<file path="config.mk">
export PLATFORM = sky130hd
export DESIGN_NAME = hart_mem_arbiter
export DESIGN_NICKNAME = d
export VERILOG_FILES = /design/src/rtl/hart_mem_arbiter_pkg.sv /design/src/rtl/hart_mem_arbiter_rr_pick.sv /design/src/rtl/hart_mem_arbiter.sv
export SDC_FILE = /design/constraint.sdc
export NUM_CORES = 1
export LEC_CHECK = 0
export ABC_AREA = 1
export CORE_MARGIN = 2
export CORE_UTILIZATION = 50
export DETAILED_ROUTE_END_ITERATION = 10
export PLACE_DENSITY_LB_ADDON = 0.08
export SLEW_MARGIN = 20
export SYNTH_ARGS = -nofsm -noshare
export SYNTH_HDL_FRONTEND = slang
export SYNTH_SLANG_ARGS = --single-unit
</file>
<file path="constraint.sdc">
create_clock -name CLK -period 4 [get_ports CLK]
set_input_delay 0.4 -clock CLK [delete_from_list [all_inputs] [get_ports CLK]]
set_output_delay 0.4 -clock CLK [all_outputs]
set_load 0.02 [all_outputs]
</file>
<file path="src/rtl/hart_mem_arbiter_pkg.sv">
`default_nettype none
// ============================================================================
// Module      : hart_mem_arbiter_pkg
// Description : Shared types and constants for the hart-to-DRAM arbiter.
//               Holds the arbiter state encoding, the default hart count and
//               the width of the size/sign control field. The control field
//               encoding is the DRAM controller's own and passes through
//               unchanged.
// Revision    : 1.0 - initial release
// ============================================================================
package hart_mem_arbiter_pkg;

  localparam int NHART_DEFAULT = 2;
  localparam int CTRL_W        = 3;

  typedef enum logic [1:0] {
    ARB_IDLE  = 2'd0,
    ARB_ISSUE = 2'd1,
    ARB_WAIT  = 2'd2
  } arb_state_e;

endpackage
`default_nettype wire

</file>
<file path="src/rtl/hart_mem_arbiter_rr_pick.sv">
`default_nettype none
// ============================================================================
// Module      : hart_mem_arbiter_rr_pick
// Description : Combinational round-robin finder. Returns the first set bit
//               of i_vec at or after position (i_last+1) mod N, wrapping.
// Ports       : i_vec  - candidate vector
//               i_last - index granted most recently
//               o_idx  - selected index (valid when o_hit)
//               o_hit  - at least one candidate bit is set
// Revision    : 1.0 - initial release
// ============================================================================
module hart_mem_arbiter_rr_pick #(
  parameter int N  = 2,
  parameter int IW = (N > 1) ? $clog2(N) : 1
) (
  input  logic [N-1:0]  i_vec,
  input  logic [IW-1:0] i_last,
  output logic [IW-1:0] o_idx,
  output logic          o_hit
);

  logic [IW-1:0] w_pos;

  // Scan from the farthest position (i_last itself, k = N) down to the
  // nearest (k = 1); the last match written is therefore the first set bit
  // after i_last in round-robin order.
  always_comb begin
    o_hit = 1'b0;
    o_idx = '0;
    w_pos = '0;
    for (int k = N; k >= 1; k--) begin
      w_pos = IW'((int'(i_last) + k) % N);
      if (i_vec[w_pos]) begin
        o_hit = 1'b1;
        o_idx = w_pos;
      end
    end
  end

endmodule
`default_nettype wire

</file>
<file path="src/rtl/hart_mem_arbiter.sv">
`default_nettype none
// ============================================================================
// Module      : hart_mem_arbiter
// Description : Latches one-cycle load/store pulses from each hart into a
//               per-hart slot and serialises them onto the single DRAM port
//               with round-robin arbitration.
// Ports       : CLK, RST_X          - clock, asynchronous active-low reset
//               w_hart_le/we        - per-hart load/store request pulses
//               w_hart_addr/wdata   - per-hart address and store data
//               w_hart_ctrl         - per-hart size/sign control
//               w_hart_busy/odata   - per-hart busy flag and read data
//               w_grant             - id of the hart owning the DRAM port
//               w_dram_*            - DRAM controller request/response port
// Revision    : 1.0 - initial release
// ============================================================================
module hart_mem_arbiter
  import hart_mem_arbiter_pkg::*;
#(
  parameter int NHART = NHART_DEFAULT,
  parameter int AW    = 32
) (
  input  logic                    CLK,
  input  logic                    RST_X,
  input  logic [NHART-1:0]        w_hart_le,
  input  logic [NHART-1:0]        w_hart_we,
  input  logic [NHART*AW-1:0]     w_hart_addr,
  input  logic [NHART*AW-1:0]     w_hart_wdata,
  input  logic [NHART*CTRL_W-1:0] w_hart_ctrl,
  output logic [NHART-1:0]        w_hart_busy,
  output logic [NHART*AW-1:0]     w_hart_odata,
  output logic [31:0]             w_grant,
  output logic [AW-1:0]           w_dram_addr,
  output logic [AW-1:0]           w_dram_wdata,
  output logic [CTRL_W-1:0]       w_dram_ctrl,
  output logic                    w_dram_le,
  output logic                    w_dram_we,
  input  logic [AW-1:0]           w_dram_odata,
  input  logic                    w_dram_busy
);

  localparam int IW = $clog2(NHART);

  arb_state_e         state_q, state_d;
  logic               wait_first_q, wait_first_d;
  logic [IW-1:0]      grant_q, grant_d;
  logic [IW-1:0]      last_q, last_d;
  logic [NHART-1:0]   pend_q, pend_d;
  logic [NHART-1:0]   slot_we_q, slot_we_d;
  logic [AW-1:0]      slot_addr_q  [NHART];
  logic [AW-1:0]      slot_addr_d  [NHART];
  logic [AW-1:0]      slot_wdata_q [NHART];
  logic [AW-1:0]      slot_wdata_d [NHART];
  logic [CTRL_W-1:0]  slot_ctrl_q  [NHART];
  logic [CTRL_W-1:0]  slot_ctrl_d  [NHART];
  logic [AW-1:0]      odata_q      [NHART];
  logic [AW-1:0]      odata_d      [NHART];
  logic [AW-1:0]      dram_addr_q, dram_addr_d;
  logic [AW-1:0]      dram_wdata_q, dram_wdata_d;
  logic [CTRL_W-1:0]  dram_ctrl_q, dram_ctrl_d;
  logic               dram_le_q, dram_le_d;
  logic               dram_we_q, dram_we_d;

  logic [NHART-1:0]   w_req;
  logic [IW-1:0]      w_pick_idx;
  logic               w_pick_hit;
  logic               w_sel_we;

  assign w_req = w_hart_le | w_hart_we;

  // Live pulses compete in the same cycle they arrive so an idle bus issues
  // the strobe one cycle after the pulse.
  hart_mem_arbiter_rr_pick #(
    .N  (NHART),
    .IW (IW)
  ) u_pick (
    .i_vec  (pend_q | w_req),
    .i_last (last_q),
    .o_idx  (w_pick_idx),
    .o_hit  (w_pick_hit)
  );

  always_comb begin
    state_d      = state_q;
    wait_first_d = 1'b0;
    grant_d      = grant_q;
    last_d       = last_q;
    pend_d       = pend_q;
    slot_we_d    = slot_we_q;
    slot_addr_d  = slot_addr_q;
    slot_wdata_d = slot_wdata_q;
    slot_ctrl_d  = slot_ctrl_q;
    odata_d      = odata_q;
    dram_addr_d  = dram_addr_q;
    dram_wdata_d = dram_wdata_q;
    dram_ctrl_d  = dram_ctrl_q;
    dram_le_d    = 1'b0;
    dram_we_d    = 1'b0;
    w_sel_we     = 1'b0;

    // Capture new requests; a pulse on an already pending hart is dropped.
    for (int i = 0; i < NHART; i++) begin
      if (w_req[i] && !pend_q[i]) begin
        pend_d[i]       = 1'b1;
        slot_we_d[i]    = w_hart_we[i];
        slot_addr_d[i]  = w_hart_addr[i*AW +: AW];
        slot_wdata_d[i] = w_hart_wdata[i*AW +: AW];
        slot_ctrl_d[i]  = w_hart_ctrl[i*CTRL_W +: CTRL_W];
      end
    end

    case (state_q)
      ARB_IDLE: begin
        if (w_pick_hit) begin
          if (pend_q[w_pick_idx]) begin
            w_sel_we     = slot_we_q[w_pick_idx];
            dram_addr_d  = slot_addr_q[w_pick_idx];
            dram_wdata_d = slot_wdata_q[w_pick_idx];
            dram_ctrl_d  = slot_ctrl_q[w_pick_idx];
          end else begin
            w_sel_we     = w_hart_we[w_pick_idx];
            dram_addr_d  = w_hart_addr[int'(w_pick_idx)*AW +: AW];
            dram_wdata_d = w_hart_wdata[int'(w_pick_idx)*AW +: AW];
            dram_ctrl_d  = w_hart_ctrl[int'(w_pick_idx)*CTRL_W +: CTRL_W];
          end
          // Strobes are registered here so they are high exactly in ISSUE.
          dram_le_d = !w_sel_we;
          dram_we_d = w_sel_we;
          grant_d   = w_pick_idx;
          last_d    = w_pick_idx;
          state_d   = ARB_ISSUE;
        end
      end
      ARB_ISSUE: begin
        wait_first_d = 1'b1;
        state_d      = ARB_WAIT;
      end
      ARB_WAIT: begin
        // The controller may not have raised busy yet in the first cycle.
        if (!wait_first_q && !w_dram_busy) begin
          if (!slot_we_q[grant_q]) begin
            odata_d[grant_q] = w_dram_odata;
          end
          pend_d[grant_q] = 1'b0;
          state_d         = ARB_IDLE;
        end
      end
      default: state_d = ARB_IDLE;
    endcase
  end

  always_ff @(posedge CLK or negedge RST_X) begin
    if (!RST_X) begin
      state_q      <= ARB_IDLE;
      wait_first_q <= 1'b0;
      grant_q      <= '0;
      last_q       <= IW'(NHART - 1);
      pend_q       <= '0;
      slot_we_q    <= '0;
      for (int i = 0; i < NHART; i++) begin
        slot_addr_q[i]  <= '0;
        slot_wdata_q[i] <= '0;
        slot_ctrl_q[i]  <= '0;
        odata_q[i]      <= '0;
      end
      dram_addr_q  <= '0;
      dram_wdata_q <= '0;
      dram_ctrl_q  <= '0;
      dram_le_q    <= 1'b0;
      dram_we_q    <= 1'b0;
    end else begin
      state_q      <= state_d;
      wait_first_q <= wait_first_d;
      grant_q      <= grant_d;
      last_q       <= last_d;
      pend_q       <= pend_d;
      slot_we_q    <= slot_we_d;
      slot_addr_q  <= slot_addr_d;
      slot_wdata_q <= slot_wdata_d;
      slot_ctrl_q  <= slot_ctrl_d;
      odata_q      <= odata_d;
      dram_addr_q  <= dram_addr_d;
      dram_wdata_q <= dram_wdata_d;
      dram_ctrl_q  <= dram_ctrl_d;
      dram_le_q    <= dram_le_d;
      dram_we_q    <= dram_we_d;
    end
  end

`ifdef SIM_MODE
  always @(posedge CLK) begin
    for (int i = 0; i < NHART; i++) begin
      if (RST_X && w_req[i] && pend_q[i]) begin
        $display("hart_mem_arbiter: protocol error, hart %0d pulsed while pending; request ignored", i);
      end
    end
  end
`endif

  // Busy rises combinationally with the pulse so the hart stalls at once.
  assign w_hart_busy  = pend_q | w_req;
  assign w_grant      = 32'(grant_q);
  assign w_dram_addr  = dram_addr_q;
  assign w_dram_wdata = dram_wdata_q;
  assign w_dram_ctrl  = dram_ctrl_q;
  assign w_dram_le    = dram_le_q;
  assign w_dram_we    = dram_we_q;

  for (genvar gi = 0; gi < NHART; gi++) begin : g_odata
    assign w_hart_odata[gi*AW +: AW] = odata_q[gi];
  end

endmodule
`default_nettype wire
</file>
==> flow_summary.rst <==
.. list-table::
   :header-rows: 1

   * - Metric
     - Value
   * - Final layout net count
     - 2260
   * - Instance count along the most critical hold path
     - 3
   * - Met3 usage in global routing
     - under 10%
   * - Antenna violations before repair
     - 3
   * - Final worst-path setup slack
     - ~0.95 ns
   * - Largest net degree at the start of global routing
     - between 100 and 150
   * - Count of maximum capacitance violations
     - 0
   * - Area added between synthesis and finish
     - 31.10%
   * - Kind of launch point of the worst setup path
     - register
   * - Number of global-route vias before repair
     - between 10k and 15k
   * - GR met2 Demand/Resource
     - around 44%
   * - Share of async-settable or async-resettable flops after synthesis
     - 100.0%
   * - Crit end category
     - register
   * - Final-layout setup total negative slack
     - 0 ns
   * - Relative slew margins
     - between 30% and 40%
   * - Area of the mapped netlist
     - 13590 um^2
   * - DR vias/cell
     - 5.094
   * - Power, Total
     - between 10000 and 15000 uW
   * - Maximum root-to-sink buffer count
     - 3
   * - Number of levels in the clock H-tree
     - 1
   * - Worst clock skew on the final layout
     - roughly 0.015 ns
   * - Total gr overflow
     - 0
   * - Placed cell count
     - approximately 2.4k
   * - Count of endpoints failing setup in the final report
     - 0
   * - GRT Max-Usage Layer
     - met2
   * - Critical Path Most Common Cell
     - nand2_1
   * - Global-route wire length before repair
     - 62.25 mm
   * - Total power density per cell area
     - ~830 nW/um^2
   * - DRT iter0 DRCs
     - ~1.2k
   * - Clock-pin slew of the registers on the worst-case setup and hold paths
     - roughly 0.060 ns
   * - Final Wtd Congestion
     - 0.8428
   * - Instance count of the mapped netlist
     - between 1.5k and 2k
   * - Number of cells on the worst reg-to-reg path
     - 10
   * - Non-filler cells in the finished layout
     - around 2.5k
   * - Worst min-delay path category
     - in -> reg
   * - CP max stage delay
     - roughly 0.52 ns
   * - Final WL
     - a little under 40 mm
   * - Cts repair resizes
     - 0
   * - Met1 Track Usage GR
     - 35.71%
   * - Per-cell routed wire length
     - roughly 16 um
   * - Period minus WS final
     - 3.054 ns
   * - Top FF cell, synth
     - dfrtp_1
   * - Unrepaired setup endpoints after global routing
     - false
   * - Clock buffers created by TritonCTS
     - 30
   * - CTS tree
     - done
   * - Skew-Pair Late Insertion Delay
     - 0.55 ns
   * - Flops & latches, synth
     - between 200 and 300
   * - Final Max Slew Viols
     - 0
   * - Sequential fraction of the synthesis area
     - 50.84%
   * - Pleak
     - slightly above 0.009 uW
   * - Standard-cell rows
     - 60
   * - Hold slack
     - ~0.42 ns
   * - Via Count
     - approximately 13k
   * - Transition time of the tightest slew-check pin
     - between 1 and 1.5 ns
   * - Ratio of final minimum period to clock period
     - 76.35%
   * - Type of the setup path with the least slack
     - reg -> reg
   * - Global routing usage summed across all routing layers
     - between 20% and 30%
   * - Sink Count
     - ~280
   * - Layout cells sized above 1
     - under 10%
   * - Number of flops mapped to enable cells by yosys
     - 0
   * - Number of setup buffers added after CTS
     - 0
   * - Endpoint arrival time on the critical path
     - around 3.5 ns
   * - Die Wd
     - ~170 um
   * - Total number of yosys warnings
     - 0
   * - Top achievable clock speed
     - ~330 MHz
   * - Final Hold Viols
     - 0
   * - Mean instance size in the synthesized netlist
     - ~7.4 um^2
   * - WP data required
     - between 4 and 5 ns
   * - Core Region
     - approximately 27000 um^2
   * - Starting density of the core
     - 50.70%
   * - Worst setup slack after placement
     - ~0.57 ns
   * - Max FO, Critical Path
     - 48
   * - Root cell of the clock tree
     - clkbuf_16
   * - DRT antenna net count
     - 0
   * - Post-route DRC
     - 0
   * - HPWL reported at the end of detailed placement
     - roughly 24 mm
   * - Outcome
     - finished, final reports clean
   * - Number of top-level design ports
     - between 300 and 400
   * - Synth cell types
     - 28
   * - Worst IR Drop VDD
     - about 510 uV
   * - Full die area
     - roughly 29000 um^2
   * - Die height
     - approximately 170 um
   * - TritonRoute pass-1 iters
     - 8
   * - Ordered cell list for the critical path
     - inv_1 > nand3_4 > nand2_4 > buf_4 > buf_4 > nand2_1 > nand2_1 > nand2_1 > nand3_1 > nand2_1
   * - Cell with the biggest individual delay on the critical path
     - buf_4
   * - Buffers on Ports
     - ~300
-- report_power, final --
group	switching [uW]	leakage (uW)	internal, uW
clock network	1130	0.000523	1800
logic	4210	0.00526	2800
registers	609	0.00339	4180
-- cell usage after synthesis (all sizes together), types with 3 or more instances --
cell type | n | area, um^2
a21oi | 3 | 26.28
nand3b | 31 | 232.7
inv | 213 | 799.5
nor2 | 6 | 30.03
nand2 | 811 | 3062
clkbuf | 53 | 198.9
nand3 | 172 | 865.8
o21ai | 175 | 883.4
buf | 91 | 543.0
dfrtp | 275 | 6882
-- registers in the layout (all words and copies together), names as in the netlist --
name          cells
w_dram_le         1
grant_q           1
last_q            1
slot_ctrl_q       6
slot_wdata_q     64
w_dram_ctrl       3
w_dram_wdata     32
slot_we_q         2
slot_addr_q      64
w_hart_odata     64
state_q           2
wait_first_q      1
w_dram_we         1
w_dram_addr      32
pend_q            2
-- critical path, delay by kind of cell (launching register included) --
family | cells | cell delay (ns)
DFF | 1 | 0.41
and+or+nand+nor | 7 | 1.28
buffers and inverters | 3 | 1.20
-- timing repair --
item,4_1_cts,5_1_grt
setup endpoints to repair,0,0
hold buffers,1,0
endpoints found under the hold margin,12,0
-- layout by cell type (no fill, tap or decap), drive strengths merged --
cell,count
nand2,811
clkdlybuf4s50,307
dfrtp,275
inv,212
o21ai,175
nand3,172
clkbuf,44
nand3b,31
conb,31
buf,24
clkinv,8
nor2,6
bufinv,4
a21oi,3
diode,2
a32oi,1
nor4,1
a31oi,1
nand4,1
o21bai,1
clkinvlp,1
dlygate4sd3,1
dfstp,1
-- final cells by class --
| type | count | area [um^2] |
|---|---|---|
| Inverter | 213 | 800.8 |
| Timing Repair Buffer | 332 | 3321 |
| Sequential cell | 276 | 6908 |
| Multi-Input combinational cell | 1234 | 5295 |
| Tap cell | 341 | 426.7 |
| Fill cell | 2337 | 8987 |
| Clock buffer | 44 | 894.6 |
| Antenna cell | 2 | 5.005 |
| Clock inverter | 12 | 162.7 |
-- through the flow --
| step | cell area [um^2] | utilization, % |
|---|---|---|
| floorplan | 13700 | - |
| global placement | 16740 | 62.47 |
| detailed placement | 16740 | 62.47 |
| CTS | 17810 | 66.45 |
| global route | 17810 | 66.46 |
| finish | 17810 | 66.47 |
-- logic make-up after synthesis --
group / Yosys count / share of synthesized area [%]
other cells: 1 / 0.02760
simple gates: 1022 / 30.93
buf+inv: 357 / 11.34
compound gates: 181 / 6.860
flops: 276 / 50.84
-- worst paths after layout --
| check | startpoint | end | slack [ns] |
|---|---|---|---|
| setup reg to reg | pend_q[1]$_DFF_PN0_ | w_dram_wdata[23]$_DFFE_PN0P_ | 0.95 |
| setup / recovery | pend_q[1]$_DFF_PN0_ | w_dram_wdata[23]$_DFFE_PN0P_ | 0.95 |
| hold reg to reg | state_q[1]$_DFFE_PN0P_ | wait_first_q$_DFF_PN0_ | 0.47 |
| max in group asynchronous | RST_X | w_hart_odata[32]$_DFFE_PN0P_ | 2.46 |
| hold / removal | w_dram_odata[12] | w_hart_odata[12]$_DFFE_PN0P_ | 0.42 |
| min in group asynchronous | RST_X | slot_wdata_q[46]$_DFFE_PN0P_ | 0.51 |
-- routing by layer --
metal	routed length, um	part of all wire (%)
met1	16060	42
met2	18130	47
met3	3292	8.6
met4	919	2.4
met5	16	0.042
(Power assumes the default switching activity.)
